--- config.mk ---
export PLATFORM = sky130hd
export DESIGN_NAME = tjmono_data_tx_emu
export DESIGN_NICKNAME = d
export VERILOG_FILES = /design/src/rtl/tjmono_tx_pkg.sv /design/src/rtl/tjmono_data_tx_emu_gray_enc6.sv /design/src/rtl/tjmono_data_tx_emu.sv
export SDC_FILE = /design/constraint.sdc
export NUM_CORES = 1
export LEC_CHECK = 0
export ABC_AREA = 1
export BUFFER_PORTS_ARGS = -buffer_cell sky130_fd_sc_hd__buf_2
export CAP_MARGIN = 15
export CORE_MARGIN = 2
export CORE_UTILIZATION = 60
export DETAILED_ROUTE_END_ITERATION = 7
export HOLD_SLACK_MARGIN = 0.02
export PLACE_DENSITY_LB_ADDON = 0.1
export SLEW_MARGIN = 20
export SYNTH_ARGS = -nofsm -noshare
export SYNTH_HDL_FRONTEND = slang
export SYNTH_SLANG_ARGS = --single-unit
--- constraint.sdc ---
create_clock -name RX_CLK -period 4.5 [get_ports RX_CLK]
set_clock_uncertainty 0.1 [all_clocks]
set_input_delay 0.9 -clock RX_CLK [delete_from_list [all_inputs] [get_ports RX_CLK]]
set_output_delay 0.9 -clock RX_CLK [all_outputs]
set_load 0.01 [all_outputs]
--- src/rtl/tjmono_tx_pkg.sv ---
// Shared word layout, FSM state type and small helpers for the TJ-Monopix
// serial readout transmitter emulator.
package tjmono_tx_pkg;

  localparam int COL_W  = 6;
  localparam int ROW_W  = 9;
  localparam int TS_W   = 6;
  localparam int WORD_W = COL_W + ROW_W + 2 * TS_W;

  localparam int TE_LSB  = 0;
  localparam int LE_LSB  = TE_LSB + TS_W;
  localparam int ROW_LSB = LE_LSB + TS_W;
  localparam int COL_LSB = ROW_LSB + ROW_W;

  typedef enum logic [1:0] {
    ST_IDLE  = 2'd0,
    ST_DELAY = 2'd1,
    ST_SHIFT = 2'd2
  } tx_state_e;

  function automatic logic [7:0] sat_inc8(input logic [7:0] v);
    return (v == 8'hFF) ? v : v + 8'd1;
  endfunction

endpackage

--- src/rtl/tjmono_data_tx_emu_gray_enc6.sv ---
// Combinational 6-bit binary to Gray code converter for hit timestamps.
module gray_enc6
  import tjmono_tx_pkg::*;
(
  input  logic [TS_W-1:0] bin,
  output logic [TS_W-1:0] gray
);

  assign gray = bin ^ (bin >> 1);

endmodule

--- src/rtl/tjmono_data_tx_emu.sv ---
// Chip-side emulator of the TJ-Monopix token/freeze/read serial readout:
// buffers hits, raises TOKEN, honours FREEZE and shifts one word per READ edge.
module tjmono_data_tx_emu
  import tjmono_tx_pkg::*;
#(
  parameter int DEPTH   = 16,
  parameter int TX_DLY  = 2,
  parameter bit GRAY_EN = 1'b1
) (
  input  logic       RX_CLK,
  input  logic       RST_N,
  input  logic       HIT_WR,
  input  logic [5:0] HIT_COL,
  input  logic [8:0] HIT_ROW,
  input  logic [5:0] HIT_LE,
  input  logic [5:0] HIT_TE,
  input  logic       READ,
  input  logic       FREEZE,
  output logic       TOKEN,
  output logic       DATA,
  output logic       BUSY,
  output logic [7:0] LOST_CNT,
  output logic [7:0] UNDERRUN_CNT
);

  localparam int AW = $clog2(DEPTH);
  localparam int CW = AW + 1;
  localparam logic [CW-1:0] FULL_CNT = CW'(DEPTH);
  localparam logic [7:0]    DLY_LAST = 8'((TX_DLY >= 2) ? TX_DLY - 2 : 0);

  logic [TS_W-1:0] le_gray, te_gray, le_enc, te_enc;
  logic [WORD_W-1:0] hit_word, rd_word;

  logic read_s1_q, read_s2_q, read_s3_q;
  logic frz_s1_q, frz_s2_q, frz_s3_q;
  logic read_edge, frz_edge;

  logic [WORD_W-1:0] mem_q [DEPTH];
  logic [AW-1:0] wr_ptr_q, wr_ptr_d, rd_ptr_q, rd_ptr_d;
  logic [CW-1:0] fifo_cnt_q, fifo_cnt_d, frz_cnt_q, frz_cnt_d;
  logic [7:0] lost_cnt_q, lost_cnt_d, underrun_cnt_q, underrun_cnt_d;
  logic token_q, token_d;

  tx_state_e state_q, state_d;
  logic [WORD_W-1:0] shreg_q, shreg_d;
  logic [4:0] bit_cnt_q, bit_cnt_d;
  logic [7:0] dly_cnt_q, dly_cnt_d;
  logic data_q, data_d, busy_q, busy_d;

  logic fifo_empty, fifo_full, pop, push, lost_evt, underrun_evt;

  gray_enc6 u_gray_le (.bin(HIT_LE), .gray(le_gray));
  gray_enc6 u_gray_te (.bin(HIT_TE), .gray(te_gray));

  assign le_enc   = GRAY_EN ? le_gray : HIT_LE;
  assign te_enc   = GRAY_EN ? te_gray : HIT_TE;
  assign hit_word = {HIT_COL, HIT_ROW, le_enc, te_enc};
  assign rd_word  = mem_q[rd_ptr_q];

  assign read_edge  = read_s2_q & ~read_s3_q;
  assign frz_edge   = frz_s2_q & ~frz_s3_q;
  assign fifo_empty = (fifo_cnt_q == '0);
  assign fifo_full  = (fifo_cnt_q == FULL_CNT);

  // READ edges arriving while a word is in flight fall through every branch.
  always_comb begin
    state_d      = state_q;
    shreg_d      = shreg_q;
    bit_cnt_d    = bit_cnt_q;
    dly_cnt_d    = dly_cnt_q;
    data_d       = 1'b0;
    pop          = 1'b0;
    underrun_evt = 1'b0;
    case (state_q)
      ST_IDLE: begin
        if (read_edge) begin
          pop          = !fifo_empty;
          underrun_evt = fifo_empty;
          shreg_d      = fifo_empty ? '0 : rd_word;
          dly_cnt_d    = '0;
          bit_cnt_d    = '0;
          if (TX_DLY == 1) begin
            state_d = ST_SHIFT;
            data_d  = shreg_d[WORD_W-1];
            shreg_d = {shreg_d[WORD_W-2:0], 1'b0};
          end else begin
            state_d = ST_DELAY;
          end
        end
      end
      ST_DELAY: begin
        if (dly_cnt_q == DLY_LAST) begin
          state_d   = ST_SHIFT;
          data_d    = shreg_q[WORD_W-1];
          shreg_d   = {shreg_q[WORD_W-2:0], 1'b0};
          bit_cnt_d = '0;
        end else begin
          dly_cnt_d = dly_cnt_q + 8'd1;
        end
      end
      ST_SHIFT: begin
        if (bit_cnt_q == 5'(WORD_W - 1)) begin
          state_d = ST_IDLE;
        end else begin
          data_d    = shreg_q[WORD_W-1];
          shreg_d   = {shreg_q[WORD_W-2:0], 1'b0};
          bit_cnt_d = bit_cnt_q + 5'd1;
        end
      end
      default: state_d = ST_IDLE;
    endcase
    busy_d = (state_d != ST_IDLE);
  end

  // A pop in the same cycle frees the slot, so a write at full is not lost.
  always_comb begin
    push           = HIT_WR && (!fifo_full || pop);
    lost_evt       = HIT_WR && fifo_full && !pop;
    wr_ptr_d       = push ? wr_ptr_q + AW'(1) : wr_ptr_q;
    rd_ptr_d       = pop ? rd_ptr_q + AW'(1) : rd_ptr_q;
    fifo_cnt_d     = fifo_cnt_q;
    if (push && !pop) fifo_cnt_d = fifo_cnt_q + CW'(1);
    if (pop && !push) fifo_cnt_d = fifo_cnt_q - CW'(1);
    lost_cnt_d     = lost_evt ? sat_inc8(lost_cnt_q) : lost_cnt_q;
    underrun_cnt_d = underrun_evt ? sat_inc8(underrun_cnt_q) : underrun_cnt_q;
    frz_cnt_d      = frz_cnt_q;
    if (frz_edge) begin
      frz_cnt_d = fifo_cnt_q - CW'(pop);
    end else if (pop && frz_s2_q && (frz_cnt_q != '0)) begin
      frz_cnt_d = frz_cnt_q - CW'(1);
    end
    token_d = frz_s2_q ? (frz_cnt_d != '0) : (fifo_cnt_d != '0);
  end

  always_ff @(posedge RX_CLK) begin
    if (push) mem_q[wr_ptr_q] <= hit_word;
  end

  always_ff @(posedge RX_CLK or negedge RST_N) begin
    if (!RST_N) begin
      read_s1_q      <= 1'b0;
      read_s2_q      <= 1'b0;
      read_s3_q      <= 1'b0;
      frz_s1_q       <= 1'b0;
      frz_s2_q       <= 1'b0;
      frz_s3_q       <= 1'b0;
      wr_ptr_q       <= '0;
      rd_ptr_q       <= '0;
      fifo_cnt_q     <= '0;
      frz_cnt_q      <= '0;
      lost_cnt_q     <= '0;
      underrun_cnt_q <= '0;
      token_q        <= 1'b0;
      state_q        <= ST_IDLE;
      shreg_q        <= '0;
      bit_cnt_q      <= '0;
      dly_cnt_q      <= '0;
      data_q         <= 1'b0;
      busy_q         <= 1'b0;
    end else begin
      read_s1_q      <= READ;
      read_s2_q      <= read_s1_q;
      read_s3_q      <= read_s2_q;
      frz_s1_q       <= FREEZE;
      frz_s2_q       <= frz_s1_q;
      frz_s3_q       <= frz_s2_q;
      wr_ptr_q       <= wr_ptr_d;
      rd_ptr_q       <= rd_ptr_d;
      fifo_cnt_q     <= fifo_cnt_d;
      frz_cnt_q      <= frz_cnt_d;
      lost_cnt_q     <= lost_cnt_d;
      underrun_cnt_q <= underrun_cnt_d;
      token_q        <= token_d;
      state_q        <= state_d;
      shreg_q        <= shreg_d;
      bit_cnt_q      <= bit_cnt_d;
      dly_cnt_q      <= dly_cnt_d;
      data_q         <= data_d;
      busy_q         <= busy_d;
    end
  end

  assign TOKEN        = token_q;
  assign DATA         = data_q;
  assign BUSY         = busy_q;
  assign LOST_CNT     = lost_cnt_q;
  assign UNDERRUN_CNT = underrun_cnt_q;

endmodule
==> summary.md <==
| Metric | Value |
|---|---|
| Status | `complete, no violations` |
| Ratio of cells with drive above 1 in the final layout | `0.114` |
| Die width | `193 um` |
| Row count | `69` |
| Power per cell area | `657 nW/um2` |
| Final wirelength | `around 50000 um` |
| Vias per cell | `6.09` |
| DRC | `0` |
| Final worst path period share | `0.690` |
| Library cells used by synthesis | `42` |
| Post-Layout Cell Count | `2255` |
| Htree depth | `2` |
| Largest family of logic cells by synthesized area | `simple AND/OR/NAND/NOR gates` |
| Slew @ Worst Pin | `about 1.1 ns` |
| Gpl congestion | `0.838` |
| Maximum vdd drop | `0.558 mV` |
| Crit Reg-Reg Endpoint | `mem_q[7][1]` |
| Hold path cells | `0` |
| RSZ-0062 raised after global routing | `no` |
| Sequential area share after synthesis | `0.706` |
| FF-to-FF setup slack | `around 1.4 ns` |
| Area Overhead vs Synth | `11.1%` |
| Slew HR | `0.299` |
| Reg2reg path depth | `8` |
| Detailed placement HPWL | `29100 um` |
| Minimum clock period | `3.10 ns` |
| Full die area | `between 30000 and 40000 um2` |
| Layout Nets | `1804` |
| Filler cell count | `2592` |
| Initial antenna violation count | `0` |
| First-pass GRT wire length | `76800 um` |
| Remaining antenna violation count | `0` |
| Max Root-Sink Buffers | `3` |
| Crit-path max FO | `27` |
| Worst setup SP type | `flip-flop` |
| CP Class | `reg2reg` |
| Adder-cell area share of the yosys netlist | `0.0129` |
| Hold Fails Final Rpt | `0` |
| Ys Warns | `0` |
| Initial DRC count | `roughly 1200` |
| Worst endpoint required time | `between 4 and 5 ns` |
| Leak | `8.34 nW` |
| Final instance area | `23700 um2` |
| Dpl cells | `2157` |
| Seq cells post-synth | `a little over 500` |
| Latest clock arrival within the worst-skew pair | `0.60 ns` |
| Number of max-cap violations | `0` |
| Total global-route track usage | `0.277` |
| Final setup violation count | `0` |
| Syn_area_per_cell | `12.4 um2` |
| Post-synth EDFFs | `432` |
| Core area | `35300 um2` |
| CTS Buf Count | `between 50 and 60` |
| Vias | `13729` |
| Multiplexer share of the synthesized area | `0.000527` |
| CP arrival | `3.21 ns` |
| Peak Freq | `322 MHz` |
| Cells after Synth | `1730` |
| Simple-Gate Fraction of Synth Area | `0.114` |
| Reg2reg start | `state_q[1]` |
| Xor/xnor share of the synthesized area | `0.0172` |
| Final setup TNS | `0 ns` |
| Mapped Nets | `around 1800` |
| Mapped cell area | `~21000 um2` |
| Number of gates resized after cts | `0` |
| Starting Density | `0.605` |
| IO Pins | `51` |
| Top_reg_cell synth | `edfxtp_1` |
| Drt pass-1 iters | `4` |
| Placed Area | `22000 um2` |
| Crit. End Element | `flip-flop` |
| Max Transition Viols Final | `0` |
| Worst-path clk slew | `~0.06 ns` |
| Vias in the first global route | `13434` |
| Die H | `193 um` |
| Dpl ws | `approximately 1.4 ns` |
| CTS tree | `yes` |
| Hold WS | `0.255 ns` |
| Hold Path End | `frz_s2_q` |
| Worst Hold Class | `reg2reg` |
| Antenna diodes | `0` |
| Post-CTS Hold Fix Bufs | `0` |
| Compound-cell area share of the yosys netlist | `0.112` |
| CTS sink count | `just over 500` |
| WL per Instance | `22.2 um` |
| Port buffer count | `50` |
| Root Buffer | `clkbuf_16` |
| Hold Startpoint | `frz_s1_q` |
| Total grt overflow | `0` |
| PnR worst setup slack | `1.40 ns` |
| Asr flop ratio synth | `0.164` |
| Largest net degree at the start of global routing | `170` |
| Post-CTS setup buffer count | `0` |
==> cells by family after synthesis <==
| logic type | after synthesis |
|---|---|
| compound gates | 410 |
| xor+xnor | 42 |
| fa+ha+maj | 22 |
| buf+inv | 158 |
| flops | 517 |
| mux | 1 |
| simple gates | 580 |
==> metrics by stage <==
stage,util,total power [mW]
after detailed placement,0.623,11.3
final,0.672,15.6
after global routing,0.672,16.5
after global placement,0.623,11.2
after floorplan,-,9.74
after CTS,0.672,15.6
==> layer usage <==
layer / track usage / wire, um / share of wire
met5: 0 / 0 / 0
met1: 0.390 / 21200 / 0.43
met4: 0.0793 / 1170 / 0.023
met3: 0.0580 / 3780 / 0.076
met2: 0.442 / 23800 / 0.48
==> worst max-delay path by stage <==
stage                          start           end  slack (ns)  cells past startpoint
after floorplan           state_q[0]  mem_q[11][0]        1.56                      8
after global placement        HIT_WR   mem_q[7][1]        1.46                      5
after detailed placement      HIT_WR   mem_q[7][1]        1.38                      5
after CTS                 state_q[1]   mem_q[7][1]        1.37                      8
after global routing      state_q[0]   mem_q[7][1]        1.17                      8
final                     state_q[1]   mem_q[7][1]        1.40                      8
==> layout by cell type, fill, tap and decap left out, types with 3 or more instances in the layout <==
cell type / instances
a21oi_1: 31
buf_12: 4
buf_2: 49
buf_4: 14
bufinv_16: 5
clkbuf_1: 5
clkbuf_16: 53
clkbuf_8: 6
clkinv_1: 8
clkinv_2: 12
clkinvlp_4: 4
dfrtp_1: 82
edfxtp_1: 432
ha_1: 22
inv_1: 50
inv_2: 6
inv_6: 3
nand2_1: 135
nand3_1: 79
nand3_2: 3
nand3_4: 3
nand4_1: 13
nor2_1: 310
nor2_2: 3
nor2_4: 17
nor3_1: 5
o211ai_1: 45
o21ai_0: 215
o21ai_1: 48
o221ai_1: 55
o22ai_1: 8
o31ai_1: 3
or2_2: 4
xnor2_1: 9
xor2_1: 27
xor2_2: 6
==> synth_stat cells, types with 21 or more instances <==
cell / instances / share of area
xor2_1: 33 / 0.014
inv_1: 52 / 0.0091
nor2_1: 326 / 0.057
dfrtp_1: 85 / 0.099
nand3_1: 79 / 0.018
buf_2: 21 / 0.0049
o221ai_1: 55 / 0.023
o21ai_0: 215 / 0.050
o21ai_1: 48 / 0.011
o211ai_1: 45 / 0.016
edfxtp_1: 432 / 0.61
clkbuf_1: 48 / 0.0084
a21oi_1: 31 / 0.0073
ha_1: 22 / 0.013
nand2_1: 135 / 0.024
==> critical path, cell delays in order (launching register included) <==
cell and delay (ns):
dfrtp_1 0.40, inv_1 0.10, ha_1 0.20, inv_2 0.08
nor2_4 0.23, o21ai_1 0.24, inv_1 0.22, nand2_1 0.29
nor2_4 0.84
==> power by group <==
part	internal, mW	switching (mW)	total [mW]
Sequential	5.89	0.355	6.25
Clock	2.56	1.81	4.36
Combinational	1.39	3.61	4.99
Total	9.84	5.77	15.6
==> state kept, by name, indices dropped and copies added, names as in the netlist <==
register / count
bit_cnt_q: 5
shreg_q: 27
UNDERRUN_CNT: 8
frz_s3_q: 1
LOST_CNT: 8
read_s3_q: 1
mem_q: 432
frz_s2_q: 1
fifo_cnt_q: 5
DATA: 1
rd_ptr_q: 4
frz_s1_q: 1
wr_ptr_q: 4
read_s1_q: 1
state_q: 2
dly_cnt_q: 8
TOKEN: 1
BUSY: 1
read_s2_q: 1
frz_cnt_q: 5
==> final cells by class <==
type | instances | area (um2) | share of cell area
clock buffers | 66 | 1440 | 0.0608
clock inverters | 32 | 297 | 0.0125
inverters | 57 | 221 | 0.00933
multi-input cells | 1055 | 5670 | 0.239
flip-flops and latches | 517 | 15100 | 0.636
well taps | 461 | 577 | 0.0243
repair buffers | 67 | 430 | 0.0181
(Power assumes the default switching activity.)
